`config.mk`:
```
export PLATFORM = sky130hd
export DESIGN_NAME = seq_mag_cmp_flat
export DESIGN_NICKNAME = d
export VERILOG_FILES = /design/src/rtl/seq_mag_cmp_if.sv /design/src/rtl/seq_mag_cmp.sv /design/src/flat_wrapper.sv
export SDC_FILE = /design/constraint.sdc
export NUM_CORES = 1
export LEC_CHECK = 0
export BUFFER_PORTS_ARGS = -buffer_cell sky130_fd_sc_hd__buf_4
export CAP_MARGIN = 20
export CORE_MARGIN = 2
export CORE_UTILIZATION = 57
export DETAILED_ROUTE_END_ITERATION = 10
export HOLD_SLACK_MARGIN = 0.02
export PLACE_DENSITY = 0.86
export RECOVER_POWER = 100
export SKIP_CTS_REPAIR_TIMING = 1
export SYNTH_ARGS = -nofsm -noshare
export SYNTH_HDL_FRONTEND = slang
export SYNTH_SLANG_ARGS = --single-unit
```
`constraint.sdc`:
```
create_clock -name clk -period 3.53 [get_ports clk]
set_input_delay 1.059 -clock clk [delete_from_list [all_inputs] [get_ports clk]]
set_output_delay 1.059 -clock clk [all_outputs]
set_load 0.005 [all_outputs]
```
`src/rtl/seq_mag_cmp_if.sv`:
```
// Handshake bundle for the sequential magnitude comparator: operand channel in, result channel out.
interface seq_mag_cmp_if #(
  parameter int WIDTH = 16
) ();
  logic             in_valid;
  logic             in_ready;
  logic [WIDTH-1:0] a;
  logic [WIDTH-1:0] b;
  logic             signed_mode;
  logic             out_valid;
  logic             out_ready;
  logic             gt;
  logic             lt;
  logic             eq;
  logic             busy;

  modport master (
    output in_valid, a, b, signed_mode, out_ready,
    input  in_ready, out_valid, gt, lt, eq, busy
  );

  modport slave (
    input  in_valid, a, b, signed_mode, out_ready,
    output in_ready, out_valid, gt, lt, eq, busy
  );
endinterface

```
`src/rtl/seq_mag_cmp.sv`:
```
// Multi-cycle WIDTH-bit magnitude comparator: CHUNK bits per clock, MSB chunk first,
// early exit on the first differing chunk, signed compares via offset-binary mapping.
module seq_mag_cmp #(
  parameter int WIDTH = 16,
  parameter int CHUNK = 4
) (
  input logic          clk,
  input logic          rst_n,
  seq_mag_cmp_if.slave bus
);
  localparam int NCHUNK = WIDTH / CHUNK;
  localparam int IDXW   = (NCHUNK > 1) ? $clog2(NCHUNK) : 1;
  localparam logic [IDXW-1:0] LAST_IDX = IDXW'(NCHUNK - 1);

  generate
    if (WIDTH < 2 || CHUNK < 1 || (WIDTH % CHUNK) != 0) begin : g_bad_params
      $error("seq_mag_cmp: CHUNK must divide WIDTH exactly and WIDTH must be >= 2");
    end
  endgenerate

  typedef enum logic [1:0] {IDLE, CMP, DONE} state_e;

  state_e           state_q;
  logic [IDXW-1:0]  idx_q;
  logic [WIDTH-1:0] a_q;
  logic [WIDTH-1:0] b_q;
  logic             gt_q;
  logic             lt_q;
  logic             eq_q;

  logic [WIDTH-1:0] signFlip;
  logic [CHUNK-1:0] aChunk;
  logic [CHUNK-1:0] bChunk;

  // Operands shift left after each equal chunk, so the chunk under test always sits at the top.
  assign signFlip = {bus.signed_mode, {(WIDTH-1){1'b0}}};
  assign aChunk   = a_q[WIDTH-1 -: CHUNK];
  assign bChunk   = b_q[WIDTH-1 -: CHUNK];

  always_ff @(posedge clk or negedge rst_n) begin
    if (!rst_n) begin
      state_q <= IDLE;
      idx_q   <= '0;
      a_q     <= '0;
      b_q     <= '0;
      gt_q    <= 1'b0;
      lt_q    <= 1'b0;
      eq_q    <= 1'b0;
    end else begin
      unique case (state_q)
        IDLE: begin
          if (bus.in_valid) begin
            a_q     <= bus.a ^ signFlip;
            b_q     <= bus.b ^ signFlip;
            idx_q   <= '0;
            state_q <= CMP;
          end
        end
        CMP: begin
          if (aChunk != bChunk) begin
            gt_q    <= (aChunk > bChunk);
            lt_q    <= (aChunk < bChunk);
            eq_q    <= 1'b0;
            state_q <= DONE;
          end else if (idx_q == LAST_IDX) begin
            gt_q    <= 1'b0;
            lt_q    <= 1'b0;
            eq_q    <= 1'b1;
            state_q <= DONE;
          end else begin
            idx_q <= idx_q + IDXW'(1);
            a_q   <= a_q << CHUNK;
            b_q   <= b_q << CHUNK;
          end
        end
        DONE: begin
          if (bus.out_ready) begin
            state_q <= IDLE;
          end
        end
        default: state_q <= IDLE;
      endcase
    end
  end

  assign bus.in_ready  = (state_q == IDLE);
  assign bus.out_valid = (state_q == DONE);
  assign bus.busy      = (state_q != IDLE);
  assign bus.gt        = gt_q;
  assign bus.lt        = lt_q;
  assign bus.eq        = eq_q;
endmodule

```
`src/flat_wrapper.sv`:
```
// flat-port wrapper written by rule: the top's interface ports become plain ports
module seq_mag_cmp_flat 
#(
  parameter int WIDTH = 16,
  parameter int CHUNK = 4
)
  (clk, rst_n, bus_in_valid, bus_a, bus_b, bus_signed_mode, bus_out_ready, bus_in_ready, bus_out_valid, bus_gt, bus_lt, bus_eq, bus_busy);
  seq_mag_cmp_if #(.WIDTH(WIDTH)) bus_i ();
  input logic clk;
  input logic rst_n;
  input wire logic [$bits(bus_i.in_valid)-1:0] bus_in_valid;
  input wire logic [$bits(bus_i.a)-1:0] bus_a;
  input wire logic [$bits(bus_i.b)-1:0] bus_b;
  input wire logic [$bits(bus_i.signed_mode)-1:0] bus_signed_mode;
  input wire logic [$bits(bus_i.out_ready)-1:0] bus_out_ready;
  output wire logic [$bits(bus_i.in_ready)-1:0] bus_in_ready;
  output wire logic [$bits(bus_i.out_valid)-1:0] bus_out_valid;
  output wire logic [$bits(bus_i.gt)-1:0] bus_gt;
  output wire logic [$bits(bus_i.lt)-1:0] bus_lt;
  output wire logic [$bits(bus_i.eq)-1:0] bus_eq;
  output wire logic [$bits(bus_i.busy)-1:0] bus_busy;
  assign bus_i.in_valid = bus_in_valid;
  assign bus_i.a = bus_a;
  assign bus_i.b = bus_b;
  assign bus_i.signed_mode = bus_signed_mode;
  assign bus_i.out_ready = bus_out_ready;
  assign bus_in_ready = bus_i.in_ready;
  assign bus_out_valid = bus_i.out_valid;
  assign bus_gt = bus_i.gt;
  assign bus_lt = bus_i.lt;
  assign bus_eq = bus_i.eq;
  assign bus_busy = bus_i.busy;
  seq_mag_cmp #(.WIDTH(WIDTH), .CHUNK(CHUNK)) u_core (.clk(clk), .rst_n(rst_n), .bus(bus_i));
endmodule
```
### After elaboration in Yosys (flattened, before gate mapping)

Index checks and enable logic that the tools add are counted.

* bits of input ports: 37
* bits in registers: 39
* word-level logic and storage cells: 50
* output and inout port bits: 6

* reductions and logical operators: 7
* bitwise gates (word level): 2
* $lt $le $gt $ge: 2
* equal/unequal tests: 9
* muxes and demuxes: 22
* add/sub/neg operators: 1

Operators by type and width (number)
* two-way mux 16 bit: 6
* one-hot mux 16 bit (2 select lines): 2
* bitwise XOR 16 bit: 2
* two-way mux 2 bit: 7
* != test 2 bit, second input constant: 4
* one-hot mux 2 bit (3 select lines): 1
* nonzero test 2 bit: 3
* two-way mux 1 bit: 5
* equality test 2 bit, second input constant: 2
* > comparator 4 bit: 1
* < comparator 4 bit: 1
* != test 4 bit: 1
* one-hot mux 2 bit (2 select lines): 1
* AND reduction 4 bit: 1
* != test 3 x 1 -> 1 bit, second input constant: 1
* AND reduction 3 bit: 1
* adder 2 x 1 -> 2 bit, second input constant: 1
* equality test 2 x 1 -> 1 bit, second input constant: 1
* zero test 2 bit: 1
* AND reduction 2 bit: 1

### Longest topological paths before layout

Gate-level depths: netlist of run 1.

* word-level depth: 4
* depth in mapped cells: 8
* depth with buffers taken out: 6

### Least setup slack after synthesis of run 1

Ideal clock, no wire load.

* path type: input port to flip-flop
* start: input bus_in_valid
* end: register u_core.b_q[10]
* arrival: 1601 ps
* slack: 1808 ps
* stages on the path: 5
* required time: 3409 ps
* library setup time: 121 ps
* cells stage by stage: nand2_1 buf_2 buf_2 o22ai_1 nor2_1

* longest elaborated chain between the ends: 2

RTL lines
* start: declaration: line flat_wrapper.sv:11 `input wire logic [$bits(bus_i.in_valid)-1:0] bus_in_valid;`
* != test 2 bit (no line)
* AND reduction 4 bit (no line)
* end signal: assignment: line seq_mag_cmp.sv:54 `b_q <= bus.b ^ signFlip;`
* end signal: assignment: line seq_mag_cmp.sv:73 `b_q <= b_q << CHUNK;`
* end: declaration: line seq_mag_cmp.sv:26 `logic [WIDTH-1:0] b_q;`

No other way between the ends.
A chain may end at the register's enable or synchronous reset.

### Worst setup path after layout of run 1

* start: register u_core.a_q[15]
* end: register u_core.b_q[7]

* longest elaborated chain between the ends: 3

RTL lines
* start: declaration: line seq_mag_cmp.sv:25 `logic [WIDTH-1:0] a_q;`
* start signal: assignment: line seq_mag_cmp.sv:53 `a_q <= bus.a ^ signFlip;`
* start signal: assignment: line seq_mag_cmp.sv:72 `a_q <= a_q << CHUNK;`
* != test 4 bit: line seq_mag_cmp.sv:60 `if (aChunk != bChunk) begin`
* != test 2 bit (no line)
* AND reduction 4 bit (no line)

No other way between the ends.

==> impl_metrics.yaml, run 1 <==
drt:
  drtIter0Drc: 64
  final_antenna_net_count: 0
  vias_per_cell: 5.38
  routedWlPerCell_microns: 12.8
  dr.pass1.iters: 4
  wl_mm: 3.45
  drc: 0
  num_vias: 1453
grt:
  grtUsageTotal: 0.217
  grt_pass1_wl_mm: 5.87
  grt_pass1_vias: 1408
  gr-total-overflow: 0
  antenna_found_initial: 0
  grt_max_degree: 40
clocking:
  clock-root-buffer: "clkbuf_4"
  htree_levels: 2
  clkSlewWorstSetupHoldPaths_ps: 110
  cts_max_path_buffers: 2
  cts_tree: "yes"
  cts_buffers: 5
  clkLatencyLatePin_ps: 340
  clock_sinks: 39
place:
  post-place-cells: 262
  place_ws_ps: 1320
  dp_hpwl_mm: 2.45
  io_buffers: 42
  gp_congestion: 0.754
finish:
  layout-drive-gt1-share: 0.296
  seq_area_sq_um: 976
  fill_cells: 252
  areaGrowthSynthToFinish_pct: 18.8
  layout_commonest_cell: "dfrtp_1"
  insertedDiodeCount: 0
  layout_common_cells: "dfrtp_1 (39), buf_4 (37), o22ai_1 (24)"
  layout.cells.non_filler: 270
  multi_input_area_sq_um: 749
  final_net_count: 267
setup_path:
  ff2ff_setup_slack_ps: 1020
  cp-end-kind: "flop"
  cp_max_fo: 21
  start_kind: "flop"
  required_ps: 3810
  crit_type: "reg -> reg"
  arrival_ps: 2790
sta:
  slew_viol_final: 40
  max_freq_ghz: 0.398
  setup_viol: 0
  tightest_slew_ps: 2000
  hold_violations: 0
  finalSetupTns_ps: 0
  clock-skew-final_ps: 2.37
  min_period_over_period: 0.711
  setup_slack_ps: 1020
  fin_crit_ps: 2510
  rsz0062_at_grt: "false"
  slew_headroom: -0.332
power:
  peakVddDrop_v: 0.000424
  seqPwrFrac: 0.448
  sw_frac_of_total: 0.387
  powerDensity_mw_per_mm2: 795
  power_leakage_nw: 1.03
  p_int_mw: 1.07
  p_clk_frac: 0.149
  p_sw_uw: 678
  combPwrFrac: 0.403
die:
  chipWidth_microns: 61.0
  die-area_sq_mm: 0.00372
  die_h_microns: 61.0
  io_pins: 43
  row_count: 20
  fp.coreArea_sq_mm: 0.00308
  initial_core_util: 0.602
job:
  maxCapViolCount: 1
logic_synthesis:
  ys_warn_count: 0
  ys_types: 28
  netlist_top_cells_area: "dfrtp_1 (53%), o22ai_1 (8.1%), nor2_4 (6.1%)"
  ys_ff_latch: 39
  avgSynthCellArea_sq_um: 10.0
  netlist_area_sq_mm: 0.00185
  synth_top_area_cell: "dfrtp_1"
  post_synth_inst_count: 185
  yosys.area.top_type_share: 0.527
  ys_seq_area_frac: 0.527
  syn_nets: 227
worst_hold_path:
  hold_path_class: "reg -> reg"
run_status:
  violations: "capacitance limit, slew limit"
  outcome: "finished, violations left"
## worst paths after layout
kind | depth (start not counted) | endpoint | from
worst max-delay path | 5 | u_core.b_q[7] | u_core.a_q[15]
min in group asynchronous | 1 | u_core.b_q[12] | rst_n
worst min register to register | 2 | u_core.bus.lt | u_core.bus.lt
max in group asynchronous | 1 | u_core.a_q[12] | rst_n
worst min-delay path | 2 | u_core.bus.lt | u_core.bus.lt
worst max register to register | 5 | u_core.b_q[7] | u_core.a_q[15]
## sequential cells by signal, indices dropped and copies added (netlist names)
name and flops:
u_core.bus.eq 1, u_core.a_q 16, u_core.bus.gt 1, u_core.bus.lt 1, u_core.idx_q 2, u_core.state_q 2, u_core.b_q 16
## metrics by stage
| stage | utilization | cell area (sq um) | hold slack [ps] | total power [mW] |
|---|---|---|---|---|
| 2_1_floorplan | - | 1850 | 451 | 1.35 |
| 4_1_cts | 0.724 | 2230 | 501 | 1.78 |
| 3_3_place_gp | 0.701 | 2160 | 470 | 1.49 |
| 3_5_place_dp | 0.701 | 2160 | 477 | 1.52 |
| 5_1_grt | 0.715 | 2200 | 541 | 1.90 |
| 6_report | 0.715 | 2200 | 493 | 1.75 |
## Yosys cell counts, drive strengths merged
library cell,instances
nor2,41
dfrtp,39
o22ai,24
nand2,22
buf,11
nand3,11
inv,8
ha,5
o21ai,5
a21oi,4
a31oi,4
a32o,2
xor2,2
and2,1
and3,1
and4,1
clkbuf,1
nand2b,1
nand4,1
nor2b,1
## layout make-up
| cell class | count | share of cell area |
|---|---|---|
| clock inverters | 1 | 0.00341 |
| inverters | 8 | 0.0136 |
| flip-flops and latches | 39 | 0.443 |
| multi-input cells | 126 | 0.340 |
| well taps | 44 | 0.0250 |
| repair buffers | 45 | 0.145 |
| clock buffers | 7 | 0.0295 |
## metal layers
layer / share of wire / GRT usage / routed length (microns) / vias up
met3: 0.046 / 0.0441 / 158 / 9
li1: - / - / - / 721
met2: 0.49 / 0.367 / 1710 / 40
met5: 0 / 0 / 0 / -
met4: 0.020 / 0.0932 / 70 / 0
met1: 0.44 / 0.271 / 1520 / 683
## power by group through the flow
stage	registers [mW]	clock network (mW)	logic (mW)
3_5_place_dp	0.795	0	0.722
5_1_grt	0.807	0.284	0.811
3_3_place_gp	0.787	0	0.699
6_report	0.784	0.261	0.706
2_1_floorplan	0.768	0	0.581
4_1_cts	0.786	0.265	0.728
## cell families (layout without fill, tap and decap cells)
group | after synthesis | count (layout) | share of synthesized area
xor+xnor | 2 | 2 | 0.00945
fa+ha+maj | 5 | 5 | 0.0338
compound gates | 39 | 39 | 0.130
simple gates | 80 | 80 | 0.236
buf+inv | 20 | 61 | 0.0641
flops | 39 | 39 | 0.527
## critical path: stages, from the launching register on
cell and delay (ps):
dfrtp_1 420, ha_1 340, and4_1 250, a32o_1 1170
nor2_1 120, nor2_1 140
Power figures use the tool's default switching activity.
==> run 2: changes to the inputs <==
Settings changed: ABC_AREA set to 1, CORE_UTILIZATION 57 to 54, PLACE_DENSITY 0.86 to 0.81.
Clock period 3.53 ns to 2.6 ns, I/O delays scaled along.
==> run 2 against run 1 <==
Effect of this change:
- the flow now finishes without violations
- total power rose by 44%
- clock skew barely moved
- register-to-register slack got worse by 530 ps
- sequential cell count did not move
- sequential share of layout area fell by 4.1 points
- utilization fell by 5.2 points
- largest power group is now combinational logic
- setup slack got worse by 530 ps
- die area rose by 16%
==> impl_metrics.yaml, run 2 <==
clocking:
  htree_levels: 2
  clkSlewWorstSetupHoldPaths_ps: 70
  clkLatencyLatePin_ps: 280
  clock_sinks: 39
  clock-root-buffer: "clkbuf_8"
  cts_buffers: 5
  cts_tree: "yes"
  cts_max_path_buffers: 2
sta:
  tightest_slew_ps: 942
  hold_violations: 0
  max_freq_ghz: 0.473
  setup_viol: 0
  min_period_over_period: 0.813
  slew_headroom: 0.372
  rsz0062_at_grt: "false"
  clock-skew-final_ps: 2.30
  slew_viol_final: 0
  finalSetupTns_ps: 0
  fin_crit_ps: 2110
logic_synthesis:
  ys_warn_count: 0
  syn_nets: 319
  synth-adder-area-share: 0.0305
  synth-xor-area-share: 0
  synth_mux_area_frac: 0
  synth_compound_area_frac: 0.0110
  synthMostInstantiatedCell: "nand2_1"
  post_synth_inst_count: 277
  synthTopCellsByCount: "nand2_1 (145), nand3_1 (40), dfrtp_1 (39)"
  ys_ff_latch: 39
  avgSynthCellArea_sq_um: 7.40
  synthFlopType: "dfrtp_1"
  ys_types: 19
  netlist_area_sq_mm: 0.00205
  yosys.area.top_type_share: 0.476
  ys_seq_area_frac: 0.476
  netlist_top_cells_area: "dfrtp_1 (48%), nand2_1 (27%), nand3_1 (9.8%)"
  synthArstFlopShare: 1.00
  synth_edf_count: 0
  synth_top_area_cell: "dfrtp_1"
  yosys.area_share.simple: 0.417
  synth_top_family_by_area: "simple AND/OR/NAND/NOR gates"
die:
  chipWidth_microns: 65.6
  die_h_microns: 65.6
  io_pins: 43
  die-area_sq_mm: 0.00430
  initial_core_util: 0.560
  fp.coreArea_sq_mm: 0.00366
  row_count: 22
setup_path:
  cpPeakStageDelay_ps: 660
  startpoint: "u_core.state_q[1]"
  path_buf_inv: 2
  required_ps: 2770
  crit_slowest_cell: "inv_1"
  arrival_ps: 2290
  crit_chain: "inv_2 > nand2_4 > inv_1 > o21ai_0 > nand3_1 > nand2_1"
  start_kind: "flop"
  r2r_start: "u_core.state_q[1]"
  path_delay_family: "buffers and inverters"
  crit_type: "reg -> reg"
  cp-end-kind: "flop"
  cp_max_fo: 27
drt:
  drtIter0Drc: 86
  drc: 0
  vias_per_cell: 5.05
  final_antenna_net_count: 0
  num_vias: 1827
  routedWlPerCell_microns: 11.2
  wl_mm: 4.04
  dr.pass1.iters: 4
place:
  gp_congestion: 0.808
  post-place-cells: 356
  dp_hpwl_mm: 2.77
  io_buffers: 42
grt:
  antenna_found_initial: 0
  grt_pass1_vias: 1665
  grt_pass1_wl_mm: 7.09
  gr-total-overflow: 0
  grt_max_degree: 40
  grtUsageTotal: 0.213
job:
  maxCapViolCount: 0
finish:
  fill_cells: 330
  layout_common_cells: "nand2_1 (145), nand3_1 (40), dfrtp_1 (39)"
  final_util: 0.663
  layout_commonest_cell: "nand2_1"
  final_net_count: 357
  largestRegisters: "u_core.a_q x16, u_core.b_q x16"
  areaGrowthSynthToFinish_pct: 18.4
  insertedDiodeCount: 0
  layout-drive-gt1-share: 0.172
  layout.cells.non_filler: 362
power:
  power.total_mw: 2.53
  peakVddDrop_v: 0.000809
  powerDensity_mw_per_mm2: 1040
  power_leakage_nw: 1.42
run_status:
  outcome: "complete, no violations"
worst_hold_path:
  hp-start: "u_core.a_q[0]"
  hold_path_class: "reg -> reg"
[run 2: cell count changes in the layout (fill, tap and decap cells not counted), moves of 3 or more]
cell      change
a31oi_1       -4
clkbuf_1      -4
clkbuf_4      -4
clkbuf_8      +3
inv_1         +8
nand2_1     +123
nand2_4       +3
nand3_1      +29
nand4_1       +4
nor2_1       -19
nor2_2        -8
nor2_4        -9
o21ai_0       -4
o22ai_1      -24
[run 2: per-layer routing]
metal / up-vias / track usage / wire length [microns]
li1: 944 / - / -
met1: 834 / 0.282 / 1870
met2: 44 / 0.357 / 1970
met3: 5 / 0.0497 / 168
met4: 0 / 0.0495 / 34
met5: - / 0 / 0
[run 2: final cells by class]
| type | count | area (sq um) | share of cell area |
|---|---|---|---|
| Inverter | 17 | 63.8 | 0.0263 |
| Sequential cell | 39 | 976 | 0.402 |
| Timing Repair Buffer | 43 | 320 | 0.132 |
| Multi-Input combinational cell | 209 | 935 | 0.385 |
| Clock buffer | 6 | 72.6 | 0.0299 |
| Tap cell | 48 | 60.1 | 0.0247 |
[run 2: where the power goes]
part	switching (mW)	internal, mW	total (mW)
logic	0.702	0.426	1.13
clock network	0.184	0.179	0.362
registers	0.153	0.883	1.04
[run 2: kinds of logic after synthesis]
group	Yosys count
buffers and inverters	29
adders and majority gates	5
AOI/OAI and AO/OA	4
and+or+nand+nor	200
DFF	39
[run 2: worst register-to-register path: cells and delay by family (launching register included)]
| kind | cells | cell delay, ps |
|---|---|---|
| buffers and inverters | 2 | 790 |
| and+or+nand+nor | 3 | 420 |
| AOI/OAI and AO/OA | 1 | 400 |
| DFF | 1 | 390 |
[run 2: stage by stage]
step | hold WS, ps | setup WS [ps] | cell area, sq um
floorplan | 469 | 1160 | 2050
global placement | 483 | 831 | 2360
detailed placement | 488 | 806 | 2360
CTS | 475 | 710 | 2430
global route | 523 | 324 | 2430
finish | 504 | 486 | 2430
[run 2: path summary, 6_finish.rpt]
path	cells past startpoint	end	slack (ps)
max	6	u_core.bus.gt	490
min	2	u_core.a_q[0]	500
max reg2reg	6	u_core.bus.gt	490
min reg2reg	2	u_core.a_q[0]	500
max in group asynchronous	1	u_core.a_q[0]	1380
min in group asynchronous	1	u_core.b_q[1]	640
==> run 3: changes to the inputs <==
Settings changed: ABC_AREA 1 to 0, CORE_UTILIZATION 54 to 53.
Clock period 2.6 ns to 2 ns, I/O delays scaled along.
==> run 3 against run 2 <==
Effect of this change:
- combinational power up 12%
- worst hold slack got worse by 130 ps
- design area shrank 7.0%
- total power grew 30%
- clock-buffer cell count unchanged
- utilization rose by 1.4 points
- critical path type unchanged
- critical endpoint is now u_core.a_q[10]
==> impl_metrics.yaml, run 3 (synthesis results as in run 1) <==
clocking:
  clkSlewWorstSetupHoldPaths_ps: 110
  cts_tree: "yes"
  htree_levels: 2
  clock_sinks: 39
  clkLatencyLatePin_ps: 340
  cts_buffers: 5
  clock-root-buffer: "clkbuf_4"
  cts_max_path_buffers: 2
sta:
  max_freq_ghz: 0.559
  slew_viol_final: 0
  setup_viol: 0
  setup_slack_ps: 211
  clock-skew-final_ps: 6.24
  min_period_over_period: 0.895
  tightest_slew_ps: 938
  slew_headroom: 0.375
  hold_violations: 0
  rsz0062_at_grt: "false"
  fin_crit_ps: 1790
drt:
  num_vias: 1407
  vias_per_cell: 5.15
  drc: 0
  routedWlPerCell_microns: 12.9
  drtIter0Drc: 61
  dr.pass1.iters: 4
  final_antenna_net_count: 0
  wl_mm: 3.52
place:
  io_buffers: 42
  place_ws_ps: -6.44
  gp_congestion: 0.814
  dpl_cell_area_sq_mm: 0.00217
  dp_hpwl_mm: 2.54
setup_path:
  cp-end-kind: "flop"
  arrival_ps: 2020
  start_kind: "flop"
  cp_max_fo: 21
  required_ps: 2230
  crit_slowest_cell: "a32o_4"
  crit_chain: "ha_1 > and4_1 > a32o_4 > nor2_1 > nor2_2"
  cpPeakStageDelay_ps: 460
  crit_type: "reg -> reg"
grt:
  grt_pass1_vias: 1369
  antenna_found_initial: 0
  gr-total-overflow: 0
  grt_pass1_wl_mm: 5.98
  grtUsageTotal: 0.195
  grt_max_degree: 40
power:
  p_int_mw: 2.09
  sw_frac_of_total: 0.361
  power_leakage_nw: 1.07
  seqPwrFrac: 0.422
  peakVddDrop_v: 0.000854
  p_clk_frac: 0.194
  power.total_mw: 3.28
  combPwrFrac: 0.384
  p_sw_mw: 1.18
  powerDensity_mw_per_mm2: 1450
finish:
  insertedDiodeCount: 0
  layout_common_cells: "buf_4 (39), dfrtp_1 (39), o22ai_1 (24)"
  final_util: 0.677
  areaGrowthSynthToFinish_pct: 21.9
  layout-drive-gt1-share: 0.326
  largestRegisters: "u_core.a_q x16, u_core.b_q x16"
  final_net_count: 268
  design_area_sq_mm: 0.00226
die:
  die-area_sq_mm: 0.00399
  fp.coreArea_sq_mm: 0.00334
  row_count: 21
  die_h_microns: 63.1
  io_pins: 43
  chipWidth_microns: 63.1
  initial_core_util: 0.555
run_status:
  outcome: "complete, no violations"
job:
  maxCapViolCount: 0
worst_hold_path:
  hold_path_class: "in -> async"
## run 3: changes by cell type in the layout (fill, tap and decap cells not counted), sizes merged, moves of 4 or more
cell and change:
o21ai +4, nand3 -29, a31oi +4, nand2 -127, nor2 +36, nand4 -4
inv -9, o22ai +24
## run 3: power groups by stage
| stage | Sequential, mW | Clock (mW) | Combinational [mW] |
|---|---|---|---|
| after CTS | 1.40 | 0.652 | 1.29 |
| final | 1.38 | 0.635 | 1.26 |
| after global routing | 1.42 | 0.694 | 1.43 |
| after floorplan | 1.36 | 0 | 1.03 |
| after detailed placement | 1.41 | 0 | 1.29 |
| after global placement | 1.39 | 0 | 1.24 |
## run 3: critical path: cells and delay by family, from the launching register on
kind,cells,cell delay [ps]
flops,1,420
simple gates,3,470
compound gates,1,460
fa+ha+maj,1,330
## run 3: final timing paths
path / cells past startpoint / to / slack [ps] / from
min in group clk: 3 / u_core.b_q[3] / 450 / bus_b[3]
max in group asynchronous: 1 / u_core.a_q[9] / 1030 / rst_n
min: 1 / u_core.idx_q[0] / 380 / rst_n
max reg2reg: 5 / u_core.a_q[10] / 210 / u_core.a_q[15]
max: 5 / u_core.a_q[10] / 210 / u_core.a_q[15]
min reg2reg: 2 / u_core.a_q[2] / 500 / u_core.a_q[2]
## run 3: stage by stage
| stage | hold slack [ps] | std cells | setup TNS, ps |
|---|---|---|---|
| after floorplan | 304 | 185 | 0 |
| after global placement | 473 | 265 | 0 |
| after detailed placement | 478 | 265 | -6.44 |
| after CTS | 208 | 273 | -44.0 |
| after global routing | 418 | 273 | 0 |
| final | 376 | 273 | 0 |
## run 3: layer usage
layer,vias to the layer above,track usage,part of all wire
met5,-,0,0
met4,0,0.0778,0.023
met3,6,0.0589,0.056
met2,45,0.322,0.49
met1,639,0.241,0.43
li1,717,-,-
## run 3: area by class of cell
| class | count | area (sq um) |
|---|---|---|
| fill | 291 | 1080 |
| sequential | 39 | 976 |
| multi-input combinational | 126 | 753 |
| timing repair buffer | 46 | 340 |
| clock inverter | 2 | 60.1 |
| tap | 46 | 57.6 |
| clock buffer | 6 | 41.3 |
| inverter | 8 | 30.0 |
